==> config.mk <==
export PLATFORM = sky130hd
export DESIGN_NAME = rca_operand_feeder
export DESIGN_NICKNAME = d
export VERILOG_FILES = /design/src/rtl/rca_pkg.sv /design/src/rtl/rca_pair_fifo.sv /design/src/rtl/rca_operand_feeder.sv
export SDC_FILE = /design/constraint.sdc
export NUM_CORES = 1
export LEC_CHECK = 0
export CORE_MARGIN = 1
export CORE_UTILIZATION = 40
export DETAILED_ROUTE_END_ITERATION = 10
export PLACE_DENSITY = 0.69
export SLEW_MARGIN = 20
export SYNTH_ARGS = -nofsm -noshare
export SYNTH_HDL_FRONTEND = slang
export SYNTH_SLANG_ARGS = --single-unit
==> constraint.sdc <==
create_clock -name clk -period 3.9 [get_ports clk]
set_clock_uncertainty 0.15 [all_clocks]
set_input_delay 0.975 -clock clk [delete_from_list [all_inputs] [get_ports clk]]
set_output_delay 0.975 -clock clk [all_outputs]
set_load 0.005 [all_outputs]
==> src/rtl/rca_pkg.sv <==
// Shared definitions for the ripple-carry adder operand feeder: the credit counter
// width, the operand-pair record and a constant-evaluable clog2 helper.
package rca_pkg;

    localparam int unsigned CREDIT_WIDTH    = 8;
    localparam int unsigned PAIR_DATA_WIDTH = 32;

    typedef struct packed {
        logic [PAIR_DATA_WIDTH-1:0] a;
        logic [PAIR_DATA_WIDTH-1:0] b;
    } operand_pair_t;

    // Ceiling log2; clog2(1) = 0, clog2(4) = 2, clog2(5) = 3.
    function automatic int unsigned clog2(input int unsigned value);
        int unsigned result;
        result = 0;
        for (int i = 0; i < 32; i++) begin
            if ((64'd1 << i) < 64'(value)) begin
                result = i + 1;
            end
        end
        return result;
    endfunction

endpackage

==> src/rtl/rca_pair_fifo.sv <==
// Synchronous operand-pair FIFO. Pointers carry one extra wrap bit so that
// full and empty are told apart without a separate counter.
module rca_pair_fifo
    import rca_pkg::*;
#(
    parameter int unsigned WIDTH = 64,
    parameter int unsigned DEPTH = 4
) (
    input  logic                   clk,
    input  logic                   reset,
    input  logic                   push,
    input  logic [WIDTH-1:0]       push_data,
    input  logic                   pop,
    output logic [WIDTH-1:0]       pop_data,
    output logic                   full,
    output logic                   empty,
    output logic [clog2(DEPTH):0]  level
);

    localparam int unsigned PTR_W = clog2(DEPTH) + 1;

    logic [WIDTH-1:0] mem [DEPTH];
    logic [PTR_W-1:0] wr_ptr;
    logic [PTR_W-1:0] rd_ptr;

    assign empty    = (wr_ptr == rd_ptr);
    assign full     = (wr_ptr[PTR_W-1] != rd_ptr[PTR_W-1]) &&
                      (wr_ptr[PTR_W-2:0] == rd_ptr[PTR_W-2:0]);
    assign level    = wr_ptr - rd_ptr;
    assign pop_data = mem[rd_ptr[PTR_W-2:0]];

    // Pointer advance; pushes into a full FIFO and pops from an empty one are dropped.
    always_ff @(posedge clk or posedge reset) begin
        if (reset) begin
            wr_ptr <= '0;
            rd_ptr <= '0;
        end else begin
            if (push && !full) begin
                wr_ptr <= wr_ptr + PTR_W'(1);
            end
            if (pop && !empty) begin
                rd_ptr <= rd_ptr + PTR_W'(1);
            end
        end
    end

    // Storage write; contents need no reset because the pointers gate visibility.
    always_ff @(posedge clk) begin
        if (push && !full) begin
            mem[wr_ptr[PTR_W-2:0]] <= push_data;
        end
    end

endmodule

==> src/rtl/rca_operand_feeder.sv <==
// Operand feeder for the registered ripple-carry adder: buffers operand pairs,
// issues one pair per cycle under a credit limit and flags when the adder's
// registered result for an issued pair is present.
// Optional statistics counters are enabled by defining RCA_FEEDER_STATS_EN.
module rca_operand_feeder
    import rca_pkg::*;
#(
    parameter int unsigned DATA_WIDTH  = 32,
    parameter int unsigned FIFO_DEPTH  = 4,
    parameter int unsigned ADD_LATENCY = 1,
    parameter int unsigned MAX_CREDITS = 4
) (
    input  logic                         clk,
    input  logic                         reset,
    input  logic                         in_valid,
    output logic                         in_ready,
    input  logic [DATA_WIDTH-1:0]        in_a,
    input  logic [DATA_WIDTH-1:0]        in_b,
    output logic [DATA_WIDTH-1:0]        out_sum_a,
    output logic [DATA_WIDTH-1:0]        out_sum_b,
    output logic                         out_issue,
    output logic                         res_valid,
    input  logic                         res_ack,
    output logic [CREDIT_WIDTH-1:0]      credits,
    output logic [clog2(FIFO_DEPTH):0]   fifo_level
`ifdef RCA_FEEDER_STATS_EN
    ,
    output logic [31:0]                  stat_issued,
    output logic [31:0]                  stat_stall
`endif
);

    localparam logic [CREDIT_WIDTH-1:0] CREDIT_MAX = CREDIT_WIDTH'(MAX_CREDITS);

    logic                      push;
    logic                      issue;
    logic                      fifo_full;
    logic                      fifo_empty;
    logic [2*DATA_WIDTH-1:0]   head;
    logic [ADD_LATENCY-1:0]    lat_pipe;

    // Full is exactly fifo_level == FIFO_DEPTH, and both come from registered pointers,
    // so there is no ready-through-pop path.
    assign in_ready = !fifo_full;
    assign push     = in_valid && in_ready;
    assign issue    = !fifo_empty && (credits != '0);

    rca_pair_fifo #(
        .WIDTH (2 * DATA_WIDTH),
        .DEPTH (FIFO_DEPTH)
    ) u_fifo (
        .clk       (clk),
        .reset     (reset),
        .push      (push),
        .push_data ({in_a, in_b}),
        .pop       (issue),
        .pop_data  (head),
        .full      (fifo_full),
        .empty     (fifo_empty),
        .level     (fifo_level)
    );

    // Operand registers toward the adder plus the one-cycle issue strobe.
    always_ff @(posedge clk or posedge reset) begin
        if (reset) begin
            out_sum_a <= '0;
            out_sum_b <= '0;
            out_issue <= 1'b0;
        end else begin
            out_issue <= issue;
            if (issue) begin
                out_sum_a <= head[2*DATA_WIDTH-1:DATA_WIDTH];
                out_sum_b <= head[DATA_WIDTH-1:0];
            end
        end
    end

    // Delay line matching the adder pipeline; reset drops any in-flight results.
    always_ff @(posedge clk or posedge reset) begin
        if (reset) begin
            lat_pipe <= '0;
        end else begin
            lat_pipe[0] <= out_issue;
            for (int i = 1; i < ADD_LATENCY; i++) begin
                lat_pipe[i] <= lat_pipe[i-1];
            end
        end
    end

    assign res_valid = lat_pipe[ADD_LATENCY-1];

    // Credit counter: issue takes one, ack returns one, ack beyond the limit is ignored.
    always_ff @(posedge clk or posedge reset) begin
        if (reset) begin
            credits <= CREDIT_MAX;
        end else if (issue && !res_ack) begin
            credits <= credits - CREDIT_WIDTH'(1);
        end else if (!issue && res_ack && (credits != CREDIT_MAX)) begin
            credits <= credits + CREDIT_WIDTH'(1);
        end
    end

`ifdef RCA_FEEDER_STATS_EN
    // Saturating issue and credit-stall counters.
    always_ff @(posedge clk or posedge reset) begin
        if (reset) begin
            stat_issued <= '0;
            stat_stall  <= '0;
        end else begin
            if (issue && (stat_issued != '1)) begin
                stat_issued <= stat_issued + 32'd1;
            end
            if (!fifo_empty && (credits == '0) && (stat_stall != '1)) begin
                stat_stall <= stat_stall + 32'd1;
            end
        end
    end
`endif

endmodule

==> results by group, run 1 <==
Run status
  – Status: complete, but fails checks
  – Failing checks: DRC

Clock network
  – CTS sink cnt: ~340
  – CTS tree: yes
  – Clock transition at path regs: roughly 0.06 ns
  – Post-CTS resize count: 0
  – Post-CTS Setup Inserts: 0
  – Hold_buf cts: 0
  – CTS root buffer: clkbuf_16
  – H-tree depth: 2
  – Maximum root-to-sink buffer count: 3
  – CTS Buf Count: 36
  – Skew-Pair Late Insertion Delay: approximately 0.51 ns

Timing
  – Worst setup margin: slightly below 0.5 ns
  – Relative slew margins: 28.3%
  – Setup TNS: 0 ns
  – Worst-Margin Slew: between 1 and 1.5 ns
  – Final setup viols: 0
  – Final Cycle Share: 87.6%
  – Max Freq: about 0.29 GHz
  – Unrepaired setup endpoints after global routing: no
  – Final hold violation count: 0
  – Crit path time final: around 3.4 ns
  – Max Slew Vio Count: 0

Min path
  – Hold WC Path Type: register to register

Synth
  – Post-Syn Area: between 10000 and 15000 um^2
  – Mapped Nets: between 600 and 700
  – Share of flip-flops with an asynchronous set or reset: between 20% and 30%
  – FF+latch count, synth: roughly 340
  – Synth warn: 0
  – Synthesized area per cell: between 20 and 25 um^2
  – Top FF cell, synth: edfxtp_1
  – Mapped Cells: ~580
  – Netlist cell types: 40
  – Sequential area share after synthesis: approximately three quarters
  – Post-synth EDFFs: 256

Place
  – Inst Count DP: around 1100
  – GP Congestion: around 0.75
  – Pre-CTS setup slack: around 0.5 ns
  – DPL Wire Length: approximately 14000 um
  – IO Port Bufs: roughly 150

Power
  – PwrDens: 852 nW/um^2
  – Max IR drop VDD: 486 uV
  – Leakage power: around 5.5 nW

Floorplan
  – CORE AREA: 30800 um^2
  – FP Rows: 64
  – Die H: roughly 180 um
  – Boundary Pins: 146
  – Die Span X: 180 um
  – Initial Util: 41.1%
  – Die area: approximately 32000 um^2

Routing
  – Final WL: between 20000 and 25000 um
  – Residual DRC: 8
  – Vias: 5929
  – Detail Route Antenna Nets: 0
  – Routed wire per std cell: roughly 20 um
  – Routed vias/inst: just over 5
  – 1st-iter DRT viols: approximately 300
  – Initial DRT Pass Iterations: 8

Final layout
  – Finished Layout Cells: 1172
  – Multi-input gate area: around 2800 um^2
  – Fin nets: approximately 830
  – P&R area growth vs syn: 25.6%
  – Ant. Diodes: 0
  – Layout fillers: around 2400
  – Core Util, Final: ~52%
  – Layout cell share with drive strength beyond 1: about a quarter
  – Seq. cell area: between 9000 and 10000 um^2

GRT
  – First-pass GRT wire length: 37700 um
  – GRT Overall Usage: about 15%
  – Initial antenna violation count: 0
  – GRT overflow: 0
  – Largest net degree at the start of global routing: between 60 and 70
  – Vias in the first global route: around 6500

Worst setup path
  – Critical path's slowest cell: clkdlybuf4s50_1
  – Crit path cell chain: inv_1 > ha_1 > fa_1 > xor2_1 > clkdlybuf4s50_1
  – Max Fanout on Critical Path: 4
  – CP Capture Type: output port
  – Type of origin of the critical path: register
  – Max incr delay on CP: around 0.54 ns
  – Worst EP required: between 2 and 3 ns
  – Crit path kind: register to output port
  – Crit path arrival time: about 2.3 ns

Flow run
  – Max Cap Violations: 0
-- where the power goes --
part	internal, mW	switching, mW
logic	2.60	2.04
registers	5.02	0.392
clock network	2.15	1.35
total	9.78	3.79
-- metal layers --
layer  vias up  track usage (%)  routed length [um]
met5         -                0                   0
met4         0             3.69                 389
met3        38             3.73                1350
met2       145             25.5               11600
met1      3075             20.1               10600
li1       2671                -                   -
-- placed cells by master, fill, tap and decap left out, drive strengths merged, types with 7 or more instances in the layout --
cell type / Yosys / layout
buf: 15 / 12
clkbuf: 7 / 45
clkdlybuf4s50: 0 / 145
clkinv: 0 / 14
dfrtp: 79 / 79
edfxtp: 256 / 256
ha: 13 / 13
inv: 11 / 12
mux2: 69 / 69
mux4: 64 / 64
nand2: 8 / 8
xnor2: 7 / 7
-- synthesized netlist by cell type, types with 2 or more instances --
master	number	area [um^2]
a21oi_1	5	25.0
and2_1	2	12.5
and3_1	4	25.0
buf_2	8	40.0
buf_4	2	15.0
buf_6	4	45.0
clkbuf_1	7	26.3
dfrtp_1	79	1980
edfxtp_1	256	7690
fa_1	2	40.0
ha_1	13	163
inv_1	11	41.3
mux2_1	5	56.3
mux2_2	64	721
mux4_2	64	1440
nand2_1	8	30.0
nand3_1	4	20.0
nor2_1	2	7.51
nor3_1	2	10.0
o21ai_0	3	15.0
or4_1	3	22.5
xnor2_1	7	61.3
xor2_1	3	26.3
-- flip-flops by register name, indices dropped and copies added (netlist names) --
register	cells
u_fifo.mem	256
out_sum_a	32
out_sum_b	32
credits	8
u_fifo.rd_ptr	3
u_fifo.wr_ptr	3
out_issue	1
res_valid	1
-- stage by stage --
| stage | hold slack, ns | cell area (um^2) | total power, mW |
|---|---|---|---|
| global placement | 0.293 | 14700 | 10.2 |
| detailed placement | 0.288 | 14700 | 10.3 |
| finish | 0.299 | 15900 | 13.6 |
| CTS | 0.303 | 15900 | 13.8 |
| floorplan | 0.226 | 12700 | 8.39 |
| global route | 0.327 | 15900 | 14.3 |
-- kinds of logic (layout without fill, tap and decap cells) --
kind of cell	Yosys count	count (layout)	synth area share, %
XOR/XNOR	11	11	0.820
multiplexers	134	134	17.6
adder cells (fa/ha/maj)	15	15	1.60
flip-flops	336	336	76.5
AO/OA/AOI/OAI	16	16	0.810
buffers and inverters	33	234	1.35
AND/OR/NAND/NOR	30	30	1.29
-- layout make-up --
class / instances / share of cell area, %
sequential: 336 / 60.9
multi-input combinational: 206 / 17.8
timing repair buffer: 157 / 10.1
clock buffer: 45 / 6.27
tap: 396 / 3.11
clock inverter: 21 / 1.53
inverter: 11 / 0.275
-- worst max-delay path: cells and delay by family, from the launching register on --
kind       cells  cell delay [ns]
fa+ha+maj      2             0.59
buf+inv        2             0.65
flops          1             0.37
xor+xnor       1             0.18
-- worst paths after layout --
kind	from	to	slack, ns	depth (start not counted)
min in group asynchronous	reset	out_sum_b[12]$_DFFE_PP0N_	0.66	2
min reg2reg	out_issue$_DFF_PP0_	res_valid$_DFF_PP0_	0.30	0
min	out_issue$_DFF_PP0_	res_valid$_DFF_PP0_	0.30	0
max in group asynchronous	reset	out_sum_b[28]$_DFFE_PP0N_	2.27	3
max reg2reg	credits[4]$_DFFE_PP0P_	credits[6]$_DFFE_PP0P_	0.83	10
max	u_fifo.wr_ptr[0]$_DFFE_PP0P_	fifo_level[2]	0.49	5
Power figures use the tool's default switching activity.
==> run 2, diff against run 1 <==
Settings changed: DONT_BUFFER_PORTS set to 1, PLACE_DENSITY 0.69 to 0.63, TNS_END_PERCENT set to 1.
==> results by group, run 2 (same netlist as run 1, synthesis figures left out) <==
Worst setup path
  – Launch point of the worst reg-to-reg path: credits[0]$_DFFE_PP0P_
  – Max incr delay on CP: 0.63 ns
  – Crit path kind: register to register
  – Crit path arrival time: about 3.5 ns
  – Buf/Inv on CP: 1
  – Critical path's slowest cell: or4_1
  – Crit path cell chain: or4_1 > o22ai_4 > or2_4 > inv_1 > ha_1 > nor2b_1 > o31a_1 > o211ai_1 > nand3_1 > mux2_1
  – CP Capture Type: register
  – Critical Path Stages: 10
  – Reg2Reg Depth: 10
  – R2R Setup Slk: about 0.65 ns
  – Worst EP required: between 4 and 5 ns
  – Type of origin of the critical path: register
  – Reg2reg end: credits[6]$_DFFE_PP0P_
  – Max Fanout on Critical Path: 6
  – CP top delay family: simple AND/OR/NAND/NOR gates

Place
  – IO Port Bufs: 0
  – DPL Wire Length: approximately 14000 um
  – Pre-CTS setup slack: slightly above 0.7 ns
  – GP Congestion: just under 0.8

Routing
  – Residual DRC: 10
  – 1st-iter DRT viols: between 200 and 300
  – Detail Route Antenna Nets: 0
  – Routed wire per std cell: ~23 um
  – Initial DRT Pass Iterations: 7
  – Routed vias/inst: about 5.4
  – Final WL: around 24000 um
  – Vias: about 5500

Floorplan
  – FP Rows: 64
  – Initial Util: between 40 and 50%
  – Die H: 180 um
  – Boundary Pins: between 100 and 150
  – Die Span X: 180 um
  – CORE AREA: slightly above 30000 um^2
  – Die area: between 30000 and 40000 um^2

Clock network
  – Hold_buf cts: 0
  – Maximum root-to-sink buffer count: 3
  – Post-CTS Setup Inserts: 0
  – CTS Buf Count: 36
  – Clock transition at path regs: roughly 0.060 ns
  – CTS tree: yes
  – H-tree depth: 2
  – Skew-Pair Late Insertion Delay: 0.51 ns
  – CTS root buffer: clkbuf_16
  – CTS sink cnt: 336
  – Post-CTS resize count: 0

Timing
  – Worst-Margin Slew: about 1.1 ns
  – Relative slew margins: 29.2%
  – Crit path time final: 3.25 ns
  – Final setup viols: 0
  – Final hold violation count: 0
  – Unrepaired setup endpoints after global routing: no
  – Worst setup margin: roughly 0.65 ns
  – Setup TNS: 0 ns
  – Final Cycle Share: between 80% and 90%
  – Max Slew Vio Count: 0
  – Max Freq: 0.308 GHz

GRT
  – Initial antenna violation count: 0
  – GRT Overall Usage: approximately 15%
  – Vias in the first global route: between 6000 and 7000
  – Largest net degree at the start of global routing: 67
  – GRT overflow: 0
  – First-pass GRT wire length: around 37000 um

Final layout
  – Ant. Diodes: 0
  – P&R area growth vs syn: 12.8%
  – Max reg flops: roughly 260
  – Fin nets: 684
  – Commonest non-fill, non-tap cells in the layout: 256 x edfxtp_1, 77 x dfrtp_1, 64 x mux4_2, 64 x mux2_2, 36 x clkbuf_16
  – Layout cell share with drive strength beyond 1: between 30% and 40%
  – Most common cell after layout, fill and taps aside: edfxtp_1
  – Layout fillers: about 2500

Power
  – Leakage power: 4.84 nW
  – PwrDens: around 860 nW/um^2
  – Max IR drop VDD: about 460 uV

Min path
  – Hold WC Path Type: register to register
  – Hold Crit Endpoint: res_valid$_DFF_PP0_
  – Hold Path Depth: 0
  – Hold_sp: out_issue$_DFF_PP0_

Flow run
  – Max Cap Violations: 0

Run status
  – Status: complete, but fails checks
  – Failing checks: DRC
## run 2: where the power goes
group / internal, mW / total (mW) / switching [mW]
sequential: 5.03 / 5.55 / 0.521
clock: 1.82 / 3.12 / 1.31
combinational: 1.83 / 3.66 / 1.83
## run 2: worst max path at each step
stage	start	end
6_report	credits[0]$_DFFE_PP0P_	credits[6]$_DFFE_PP0P_
5_1_grt	u_fifo.wr_ptr[0]$_DFFE_PP0P_	credits[6]$_DFFE_PP0P_
4_1_cts	u_fifo.rd_ptr[1]$_DFFE_PP0P_	fifo_level[2]
3_3_place_gp	credits[0]$_DFFE_PP0P_	credits[6]$_DFFE_PP0P_
3_5_place_dp	credits[0]$_DFFE_PP0P_	credits[6]$_DFFE_PP0P_
2_1_floorplan	u_fifo.rd_ptr[1]$_DFFE_PP0P_	u_fifo.mem[3][0]$_DFFE_PP_
## run 2: per-stage QoR
stage | area (um^2) | std cells | hold slack (ns) | util [%] | power, mW
final | 14300 | 1021 | 0.323 | 46.3 | 12.3
after CTS | 14300 | 1021 | 0.352 | 46.3 | 12.6
after global routing | 14300 | 1021 | 0.351 | 46.3 | 13.0
after detailed placement | 13200 | 959 | 0.339 | 42.8 | 9.38
after global placement | 13200 | 959 | 0.337 | 42.8 | 9.20
after floorplan | 12700 | 575 | 0.226 | - | 8.39
## run 2: cell type report
cell class / instances / area [um^2] / share of cell area (%)
Sequential cell: 336 / 9700 / 67.9
Multi-Input combinational cell: 206 / 2830 / 19.8
Clock buffer: 50 / 1010 / 7.09
Tap cell: 396 / 495 / 3.47
Timing Repair Buffer: 10 / 125 / 0.876
Clock inverter: 12 / 80.1 / 0.561
Inverter: 11 / 43.8 / 0.307
## run 2: routing by layer
metal / GRT usage (%) / part of all wire [%]
met5: 0 / 0
met4: 4.14 / 1.9
met3: 6.14 / 9.2
met2: 25.7 / 51
met1: 17.6 / 38
## run 2: worst register-to-register path: cells and delay by family (launching register included)
kind            cells  cell delay, ns
simple gates        4            1.09
mux                 1            0.31
fa+ha+maj           1            0.36
compound gates      3            0.65
buf+inv             1            0.12
flops               1            0.46
